===== config.mk =====
export PLATFORM = sky130hd
export DESIGN_NAME = compare_block
export DESIGN_NICKNAME = d
export VERILOG_FILES = /design/src/rtl/rtl_settings_pkg.sv /design/src/rtl/rnd_data_gen.sv /design/src/rtl/compare_block.sv
export SDC_FILE = /design/constraint.sdc
export NUM_CORES = 1
export LEC_CHECK = 0
export ABC_AREA = 1
export BUFFER_PORTS_ARGS = -buffer_cell sky130_fd_sc_hd__buf_2
export CAP_MARGIN = 5
export CORE_UTILIZATION = 46
export CTS_BUF_LIST = sky130_fd_sc_hd__clkbuf_8
export DETAILED_ROUTE_END_ITERATION = 8
export MAX_ROUTING_LAYER = met4
export PLACE_DENSITY = 0.77
export SYNTH_ARGS = -nofsm -noshare
export SYNTH_HDL_FRONTEND = slang
export SYNTH_SLANG_ARGS = --single-unit

===== constraint.sdc =====
create_clock -name clk_i -period 3.2 [get_ports clk_i]
set_clock_uncertainty 0.15 [all_clocks]
set_input_delay 0.32 -clock clk_i [delete_from_list [all_inputs] [get_ports clk_i]]
set_output_delay 0.32 -clock clk_i [all_outputs]
set_load 0.005 [all_outputs]

===== src/rtl/rtl_settings_pkg.sv =====
// ---------------------------------------------------------------------------
// rtl_settings_pkg
// Shared settings for the write/compare datapath: the bus and address widths,
// the address type, the compare descriptor, data-mode and compare-FSM enums,
// the LFSR tap mask and the LFSR step function.
// ---------------------------------------------------------------------------
package rtl_settings_pkg;

   localparam int unsigned ADDR_W      = 32;              // byte address width
   localparam int unsigned AMM_DATA_W  = 128;
   localparam int unsigned DATA_B_W    = AMM_DATA_W / 8;  // bytes per bus word
   localparam int unsigned ADDR_B_W    = $clog2(DATA_B_W);
   localparam int unsigned AMM_ADDR_W  = 32;
   localparam int unsigned AMM_BURST_W = 8;
   localparam int unsigned WADDR_W     = ADDR_W - ADDR_B_W; // word address width
   localparam string       ADDR_TYPE   = "BYTE";            // "BYTE" or "WORD"

   // Feedback taps r[6], r[1], r[0].
   localparam logic [7:0]  LFSR_TAPS   = 8'h43;

   typedef enum logic {FIX_DATA, RND_DATA} data_mode_t;

   typedef enum logic [1:0] {IDLE, RD_REQ, RD_DATA} cmp_state_t;

   typedef struct packed {
      logic [WADDR_W-1:0]     start_addr;
      logic [ADDR_B_W-1:0]    start_off;
      logic [ADDR_B_W-1:0]    end_off;
      logic [AMM_BURST_W-2:0] words_count;  // beats - 1
      data_mode_t             data_mode;
      logic [7:0]             data_ptrn;    // fixed byte or LFSR seed
   } cmp_struct_t;

   function automatic logic [7:0] lfsr_next(input logic [7:0] r);
      return {r[6:0], ^(r & LFSR_TAPS)};
   endfunction

endpackage


===== src/rtl/rnd_data_gen.sv =====
// ---------------------------------------------------------------------------
// rnd_data_gen
// 8-bit LFSR pattern source shared by the write and compare paths.
//   clk_i, rst_n_i : clock, asynchronous active-low reset
//   load_i, seed_i : load the seed (takes priority over advance)
//   adv_i          : step the LFSR once
//   data_o         : current pattern byte
// ---------------------------------------------------------------------------
module rnd_data_gen
   import rtl_settings_pkg::*;
(
   input  logic       clk_i,
   input  logic       rst_n_i,
   input  logic       load_i,
   input  logic [7:0] seed_i,
   input  logic       adv_i,
   output logic [7:0] data_o
);

   logic [7:0] r_lfsr;

   always_ff @(posedge clk_i or negedge rst_n_i) begin
      if (!rst_n_i) begin
         r_lfsr <= '0;
      end else if (load_i) begin
         r_lfsr <= seed_i;
      end else if (adv_i) begin
         r_lfsr <= lfsr_next(r_lfsr);
      end
   end

   assign data_o = r_lfsr;

endmodule


===== src/rtl/compare_block.sv =====
// ---------------------------------------------------------------------------
// compare_block
// Reads back a written region over Avalon-MM and checks every enabled byte
// against a fixed or LFSR pattern; reports the first bad byte per burst and
// read timeouts.
//   clk_i, rst_n_i          : clock, asynchronous active-low reset
//   cmp_en_i, cmp_struct_i  : compare request and its descriptor
//   cmp_ready_o             : high while idle
//   waitrequest_i, readdatavalid_i, readdata_i,
//   address_o, read_o, burstcount_o : Avalon-MM burst read master
//   cmp_error_o, err_addr_o, err_data_o, err_exp_o : first-mismatch report
//   timeout_o               : read-timeout pulse
// Optional: define CMP_ERR_CNT_EN to add err_cnt_clr_i / err_cnt_o, a
// saturating count of every failing beat.
// ---------------------------------------------------------------------------
module compare_block
   import rtl_settings_pkg::*;
#(
   parameter int unsigned RD_TIMEOUT = 1024
) (
   input  logic                   clk_i,
   input  logic                   rst_n_i,
   input  logic                   cmp_en_i,
   input  cmp_struct_t            cmp_struct_i,
   output logic                   cmp_ready_o,
   input  logic                   waitrequest_i,
   input  logic                   readdatavalid_i,
   input  logic [AMM_DATA_W-1:0]  readdata_i,
   output logic [AMM_ADDR_W-1:0]  address_o,
   output logic                   read_o,
   output logic [AMM_BURST_W-1:0] burstcount_o,
   output logic                   cmp_error_o,
   output logic [ADDR_W-1:0]      err_addr_o,
   output logic [7:0]             err_data_o,
   output logic [7:0]             err_exp_o,
   output logic                   timeout_o
`ifdef CMP_ERR_CNT_EN
   ,
   input  logic                   err_cnt_clr_i,
   output logic [31:0]            err_cnt_o
`endif
);

   localparam int unsigned TO_W   = $clog2(RD_TIMEOUT + 1);
   localparam int unsigned BCNT_W = AMM_BURST_W - 1;
   localparam bit          IS_BYTE = (ADDR_TYPE == "BYTE");

   cmp_state_t              r_state, w_state_nxt;
   cmp_struct_t             r_cmp;
   logic [BCNT_W-1:0]       r_beat_cnt, r_beat_idx;
   logic [TO_W-1:0]         r_to_cnt;
   logic                    r_err_seen;
   logic                    r_read, r_cmp_error, r_timeout;
   logic [AMM_ADDR_W-1:0]   r_address;
   logic [AMM_BURST_W-1:0]  r_burstcount;
   logic [ADDR_W-1:0]       r_err_addr;
   logic [7:0]              r_err_data, r_err_exp;

   logic                    w_accept, w_req_done, w_beat, w_to_hit, w_beat_bad;
   logic                    w_first, w_last;
   logic [DATA_B_W-1:0]     w_byte_en, w_byte_bad;
   logic [ADDR_B_W-1:0]     w_bad_idx;
   logic [7:0]              w_exp, w_lfsr;
   logic [WADDR_W-1:0]      w_beat_waddr;

   assign w_accept   = (r_state == IDLE) && cmp_en_i;
   assign w_req_done = (r_state == RD_REQ) && !waitrequest_i;
   assign w_beat     = (r_state == RD_DATA) && readdatavalid_i;
   assign w_to_hit   = (r_state == RD_DATA) && !readdatavalid_i &&
                       (r_to_cnt == TO_W'(RD_TIMEOUT - 1));
   // Word address of the current beat; wraps within the word address space.
   assign w_beat_waddr = r_cmp.start_addr + WADDR_W'(r_beat_idx);

   rnd_data_gen u_rnd_data_gen (
      .clk_i   (clk_i),
      .rst_n_i (rst_n_i),
      .load_i  (w_accept),
      .seed_i  (cmp_struct_i.data_ptrn),
      .adv_i   (w_beat),
      .data_o  (w_lfsr)
   );

   always_ff @(posedge clk_i or negedge rst_n_i) begin
      if (!rst_n_i) begin
         r_state <= IDLE;
      end else begin
         r_state <= w_state_nxt;
      end
   end

   always_comb begin
      w_state_nxt = r_state;
      unique case (r_state)
         IDLE:    if (cmp_en_i) w_state_nxt = RD_REQ;
         RD_REQ:  if (!waitrequest_i) w_state_nxt = RD_DATA;
         RD_DATA: if ((readdatavalid_i && r_beat_cnt == '0) || w_to_hit) w_state_nxt = IDLE;
         default: w_state_nxt = IDLE;
      endcase
   end

   // Byte enables and per-byte mismatch for the beat on the bus.
   always_comb begin
      w_exp      = (r_cmp.data_mode == RND_DATA) ? w_lfsr : r_cmp.data_ptrn;
      w_first    = (r_beat_idx == '0);
      w_last     = (r_beat_cnt == '0);
      w_byte_en  = '1;
      w_byte_bad = '0;
      w_bad_idx  = '0;
      for (int i = 0; i < DATA_B_W; i++) begin
         if (IS_BYTE) begin
            if (w_first && (ADDR_B_W'(i) < r_cmp.start_off)) w_byte_en[i] = 1'b0;
            if (w_last && (ADDR_B_W'(i) > r_cmp.end_off)) w_byte_en[i] = 1'b0;
         end
         w_byte_bad[i] = w_byte_en[i] && (readdata_i[8*i +: 8] != w_exp);
      end
      // Scan downward so the lowest failing byte wins.
      for (int i = DATA_B_W - 1; i >= 0; i--) begin
         if (w_byte_bad[i]) w_bad_idx = ADDR_B_W'(i);
      end
      w_beat_bad = w_beat && (|w_byte_bad);
   end

   always_ff @(posedge clk_i or negedge rst_n_i) begin
      if (!rst_n_i) begin
         r_cmp        <= '0;
         r_beat_cnt   <= '0;
         r_beat_idx   <= '0;
         r_to_cnt     <= '0;
         r_err_seen   <= 1'b0;
         r_read       <= 1'b0;
         r_cmp_error  <= 1'b0;
         r_timeout    <= 1'b0;
         r_address    <= '0;
         r_burstcount <= '0;
         r_err_addr   <= '0;
         r_err_data   <= '0;
         r_err_exp    <= '0;
      end else begin
         r_cmp_error <= 1'b0;
         r_timeout   <= 1'b0;
         if (w_accept) begin
            r_cmp        <= cmp_struct_i;
            r_read       <= 1'b1;
            r_address    <= IS_BYTE ?
                            AMM_ADDR_W'({cmp_struct_i.start_addr, {ADDR_B_W{1'b0}}}) :
                            AMM_ADDR_W'(cmp_struct_i.start_addr);
            r_burstcount <= {1'b0, cmp_struct_i.words_count} + AMM_BURST_W'(1);
            r_err_seen   <= 1'b0;
         end
         if (w_req_done) begin
            r_read     <= 1'b0;
            r_beat_cnt <= r_cmp.words_count;
            r_beat_idx <= '0;
            r_to_cnt   <= '0;
         end
         if (w_beat) begin
            r_beat_cnt <= r_beat_cnt - BCNT_W'(1);
            r_beat_idx <= r_beat_idx + BCNT_W'(1);
            r_to_cnt   <= '0;
            if (w_beat_bad && !r_err_seen) begin
               r_cmp_error <= 1'b1;
               r_err_seen  <= 1'b1;
               r_err_addr  <= {w_beat_waddr, w_bad_idx};
               r_err_data  <= readdata_i[8*w_bad_idx +: 8];
               r_err_exp   <= w_exp;
            end
         end else if (r_state == RD_DATA) begin
            if (w_to_hit) begin
               r_timeout <= 1'b1;
            end else begin
               r_to_cnt <= r_to_cnt + TO_W'(1);
            end
         end
      end
   end

   assign cmp_ready_o  = (r_state == IDLE);
   assign read_o       = r_read;
   assign address_o    = r_address;
   assign burstcount_o = r_burstcount;
   assign cmp_error_o  = r_cmp_error;
   assign err_addr_o   = r_err_addr;
   assign err_data_o   = r_err_data;
   assign err_exp_o    = r_err_exp;
   assign timeout_o    = r_timeout;

`ifdef CMP_ERR_CNT_EN
   logic [31:0] r_err_cnt;

   always_ff @(posedge clk_i or negedge rst_n_i) begin
      if (!rst_n_i) begin
         r_err_cnt <= '0;
      end else if (err_cnt_clr_i) begin
         r_err_cnt <= '0;
      end else if (w_beat_bad && (r_err_cnt != '1)) begin
         r_err_cnt <= r_err_cnt + 32'd1;
      end
   end

   assign err_cnt_o = r_err_cnt;
`endif

endmodule


==> metrics list <==
- In the finished design, the share of the clock period the worst path needs comes to 1.10.
- The first global-routing pass estimated 61.8 mm of wire.
- Setup crit end kind: register
- TritonCTS created 17 clock buffers.
- Most common cell after layout, fill and taps aside: sky130_fd_sc_hd__nand2_1
- For the worst setup path, the data required time is 3400 ps.
* Drc violations: 0
* Total Nets Final: 2,281
- Critical R2R Capture: err_data_o[5]$_DFFE_PN0P_
- In this run the power spent charging and discharging nets is a little under 10 mW.
- Clock tree from TritonCTS: yes
* Most frequently used flop master after synthesis: sky130_fd_sc_hd__dfrtp_1
* Worst setup path startpoint: r_cmp[8]$_DFFE_PN0P_
- Relative area change from synthesis to final layout: 46.4%
* Cells after Synth: between 1,500 and 2,000
- Violation count after the first detailed-routing iteration: 1,238
- DIE HEIGHT: 156 µm
- Counting flops with a built-in enable in the synthesized netlist gives 0.
- Post-layout power: 19.8 mW
- Synth Register Bits: around 150
- Pin placement for this block handled 277 I/O pins.
- Setup slack on the critical path of the routed design comes to -305 ps.
* Per-instance average area after synthesis: 6.71 µm²
- Startpoint type of the worst setup path: register
- Remaining global-route overflow: 0
- The smallest clock period supported by the final layout is computed as 3500 ps.
* Number of pins with negative max-slew slack in the final report: 0
- Clock tree root buffer cell: sky130_fd_sc_hd__clkbuf_8
- Setup Viol. Count Final: 47
- Antenna violations before repair: 0
- Detailed placement finished with a half-perimeter wire length of around 30 mm.
- The finished layout holds 2,416 standard cells, fillers aside.
* Arrival time at the worst endpoint: between 3000 and 4000 ps
- In this run the tightest slew margin relative to its limit is 0.589.
- The later pin in the worst-skew pair is clocked with a latency of 460 ps.
- The detailed router placed 13,000 vias in this run.
* Post-synthesis sequential area ratio: 0.337
- DP Worst Slack: -285 ps
* Worst slew pin tran: 610 ps
- Buffers on Ports: 272
* Critical R2R Launch: r_cmp[8]$_DFFE_PN0P_
* Clock group share of total power: 0.078
- Drt total wl: between 40 and 50 mm
- Layout cell share with drive strength beyond 1: 0.331
- CTS Sinks: 147
* Synth cell types: 50
- Die extent in x: 156 µm
- Across the VDD grid, the largest voltage drop is just under 900 µV.
- Area of the placeable core: roughly 0.023 mm²
- The number of cells on the worst reg-to-reg path is 27.
- In this run the register-to-register setup slack is -300 ps.
* Commonest cells after routing, fill and taps aside: 464 x sky130_fd_sc_hd__nand2_1, 272 x sky130_fd_sc_hd__buf_2, 213 x sky130_fd_sc_hd__inv_1, 146 x sky130_fd_sc_hd__dfrtp_1, 146 x sky130_fd_sc_hd__buf_4
- Die footprint: between 0.02 and 0.025 mm²
* Routability Congestion: 1.10
- Upper clock frequency limit: 285 MHz
* Power density of the placed cells: roughly 1200 mW/mm²
- Once layout is complete, the utilization of the core stands at 0.684.
- CTS clk-pin slew, worst paths: 90 ps
- Number of cells after detailed placement: 2,274
* Type of the most critical hold path: in2reg
- The critical path ends at err_data_o[5]$_DFFE_PN0P_.
- RSZ-0062 raised after global routing: true
- Part of the total power dissipated in combinational logic: 0.755
- Sum Neg Setup Slack: -4630 ps
* Maximum fanout along the worst path: 12
* Violations in the final reports: setup timing
* Maximum buffer depth of the clock tree: 2
- Detailed-route wire length per cell: between 15 and 20 µm
* CTS H-tree depth: 4
* Total of warnings raised by yosys: 0
- Net Sw Frac: 0.493
* Via density: 5.39
- For this run, the detailed router's first-pass iteration total came to 5.
- The detail route stage leaves a number of antenna-violating nets equal to 0.
* Category of the critical setup timing path: reg2reg
- Hold Fails Final Rpt: 0
* Async set-or-reset flop fraction in the synthesized netlist: 1.00
* Number of global-route vias before repair: 12,200
- Summed over all cells, the static leakage comes to 8.53 nW.
* Maximum number of pins on one net before global-route repair: 59
* Share of power burned in registers: 0.167
- Max-cap violation count: 0
- Global routing usage summed across all routing layers: 0.337
* P_int: 10.0 mW
- Status: finished with violations
- Standard-cell row count: 56
- Initial Utilization: 0.467
- Post-synthesis cell area: 0.0109 mm²
==> through the flow <==
stage,hold WS [ps],cell area [µm²]
after floorplan,-126,10900
after global placement,177,13500
after detailed placement,176,13500
after CTS,4.36,15000
after global routing,24.6,16000
final,28.4,16000
==> power by group through the flow <==
stage / clock [mW] / combinational [mW] / sequential (mW)
final: 1.55 / 14.9 / 3.30
after global routing: 1.66 / 16.0 / 3.39
after CTS: 1.58 / 12.3 / 3.25
after detailed placement: 0 / 10.9 / 3.24
after global placement: 0 / 10.8 / 3.22
after floorplan: 0 / 7.02 / 3.16
==> cell usage after synthesis, types with 2 or more instances <==
master / instances / area share
sky130_fd_sc_hd__inv_2: 5 / 0.0017
sky130_fd_sc_hd__buf_4: 39 / 0.027
sky130_fd_sc_hd__xnor2_1: 6 / 0.0048
sky130_fd_sc_hd__o31ai_1: 3 / 0.0021
sky130_fd_sc_hd__nand2_1: 507 / 0.17
sky130_fd_sc_hd__o22ai_1: 7 / 0.0040
sky130_fd_sc_hd__nor4_1: 9 / 0.0052
sky130_fd_sc_hd__clkbuf_1: 19 / 0.0065
sky130_fd_sc_hd__ha_1: 12 / 0.014
sky130_fd_sc_hd__a211oi_1: 2 / 0.0014
sky130_fd_sc_hd__inv_1: 225 / 0.077
sky130_fd_sc_hd__nor3_2: 2 / 0.0018
sky130_fd_sc_hd__a31oi_1: 5 / 0.0029
sky130_fd_sc_hd__nand4_1: 31 / 0.018
sky130_fd_sc_hd__o211ai_1: 6 / 0.0041
sky130_fd_sc_hd__o311ai_0: 2 / 0.0016
sky130_fd_sc_hd__o221ai_1: 10 / 0.0080
sky130_fd_sc_hd__nand3_1: 201 / 0.092
sky130_fd_sc_hd__nor2_1: 63 / 0.022
sky130_fd_sc_hd__dfrtp_1: 147 / 0.34
sky130_fd_sc_hd__nor3_1: 16 / 0.0073
sky130_fd_sc_hd__nor2_2: 3 / 0.0017
sky130_fd_sc_hd__clkinv_1: 2 / 0.00069
sky130_fd_sc_hd__xor2_1: 86 / 0.069
sky130_fd_sc_hd__a221o_1: 2 / 0.0018
sky130_fd_sc_hd__buf_6: 10 / 0.010
sky130_fd_sc_hd__o21ai_0: 105 / 0.048
sky130_fd_sc_hd__buf_2: 29 / 0.013
sky130_fd_sc_hd__a21oi_1: 36 / 0.016
sky130_fd_sc_hd__nand2_2: 14 / 0.0080
sky130_fd_sc_hd__nand3b_1: 5 / 0.0034
==> critical path: stages, from the launching register on <==
cell                      delay, ps
sky130_fd_sc_hd__dfrtp_2        460
sky130_fd_sc_hd__buf_6          160
sky130_fd_sc_hd__nand2_2         70
sky130_fd_sc_hd__nand2_2         70
sky130_fd_sc_hd__buf_12         150
sky130_fd_sc_hd__xor2_1         160
sky130_fd_sc_hd__nor3_2         250
sky130_fd_sc_hd__nand4_1        220
sky130_fd_sc_hd__nand2_1        150
sky130_fd_sc_hd__nand2_1         60
sky130_fd_sc_hd__nand2_1         60
sky130_fd_sc_hd__nand2_1         50
sky130_fd_sc_hd__nand2_1         60
sky130_fd_sc_hd__nand2_1         50
sky130_fd_sc_hd__nand2_1         50
sky130_fd_sc_hd__nand2_1         50
sky130_fd_sc_hd__nand2_2         80
sky130_fd_sc_hd__nand2_4         60
sky130_fd_sc_hd__nand2_8        140
sky130_fd_sc_hd__buf_12         130
sky130_fd_sc_hd__buf_16         130
sky130_fd_sc_hd__nand3_1         80
sky130_fd_sc_hd__nand3_1        170
sky130_fd_sc_hd__nand3_2        130
sky130_fd_sc_hd__nand3_2         90
sky130_fd_sc_hd__nand2_1         50
sky130_fd_sc_hd__nand2_1         60
sky130_fd_sc_hd__nand2_1         50
==> sequential cells by signal, summed over array words and instances, names as in the netlist <==
name / count
r_cmp: 52
r_to_cnt: 11
err_data_o: 8
err_exp_o: 8
err_addr_o: 32
cmp_error_o: 1
r_beat_cnt: 7
timeout_o: 1
r_beat_idx: 7
burstcount_o: 8
u_rnd_data_gen.data_o: 8
r_err_seen: 1
read_o: 1
r_state: 2
==> kinds of logic (layout without fill, tap and decap cells) <==
family                   count (synthesis)  after routing  share of synthesized area
buffers and inverters                  330            792                      0.137
XOR/XNOR                                92             92                     0.0737
adder cells (fa/ha/maj)                 13             13                     0.0156
flip-flops                             147            147                      0.337
multiplexers                             1              1                    0.00103
AO/OA/AOI/OAI                          188            188                     0.0988
other                                    1              5                   0.000343
AND/OR/NAND/NOR                        856            859                      0.337
==> worst min-delay path by stage <==
stage | from | end | depth (start not counted)
floorplan | rst_n_i | burstcount_o[0]$_DFFE_PN0P_ | 0
global placement | rst_n_i | r_cmp[37]$_DFFE_PN0P_ | 1
detailed placement | rst_n_i | r_cmp[36]$_DFFE_PN0P_ | 1
CTS | cmp_struct_i[11] | r_cmp[11]$_DFFE_PN0P_ | 3
global route | cmp_struct_i[11] | r_cmp[11]$_DFFE_PN0P_ | 3
finish | cmp_struct_i[11] | r_cmp[11]$_DFFE_PN0P_ | 3
==> what timing repair did <==
action,4_1_cts,5_1_grt
resized for setup,81,165
pin swaps,27,77
setup endpoints to repair,50,76
buffers inserted,13,29
endpoints found under the hold margin,115,0
hold buffers,52,0
gates cloned,6,11
==> layer usage <==
layer	track usage	share of wire
met1	0.409	0.39
met2	0.541	0.47
met3	0.0467	0.085
met4	0.185	0.054
met5	-	0
==> area by class of cell <==
class	instances	area (µm²)
Clock buffer	17	234
Inverter	232	886
Sequential cell	147	3680
Clock inverter	15	178
Tap cell	319	399
Antenna cell	1	2.50
Timing Repair Buffer	528	4030
Multi-Input combinational cell	1157	6600
Fill cell	1943	7400
Note: power is estimated with default switching activity, not from simulation.
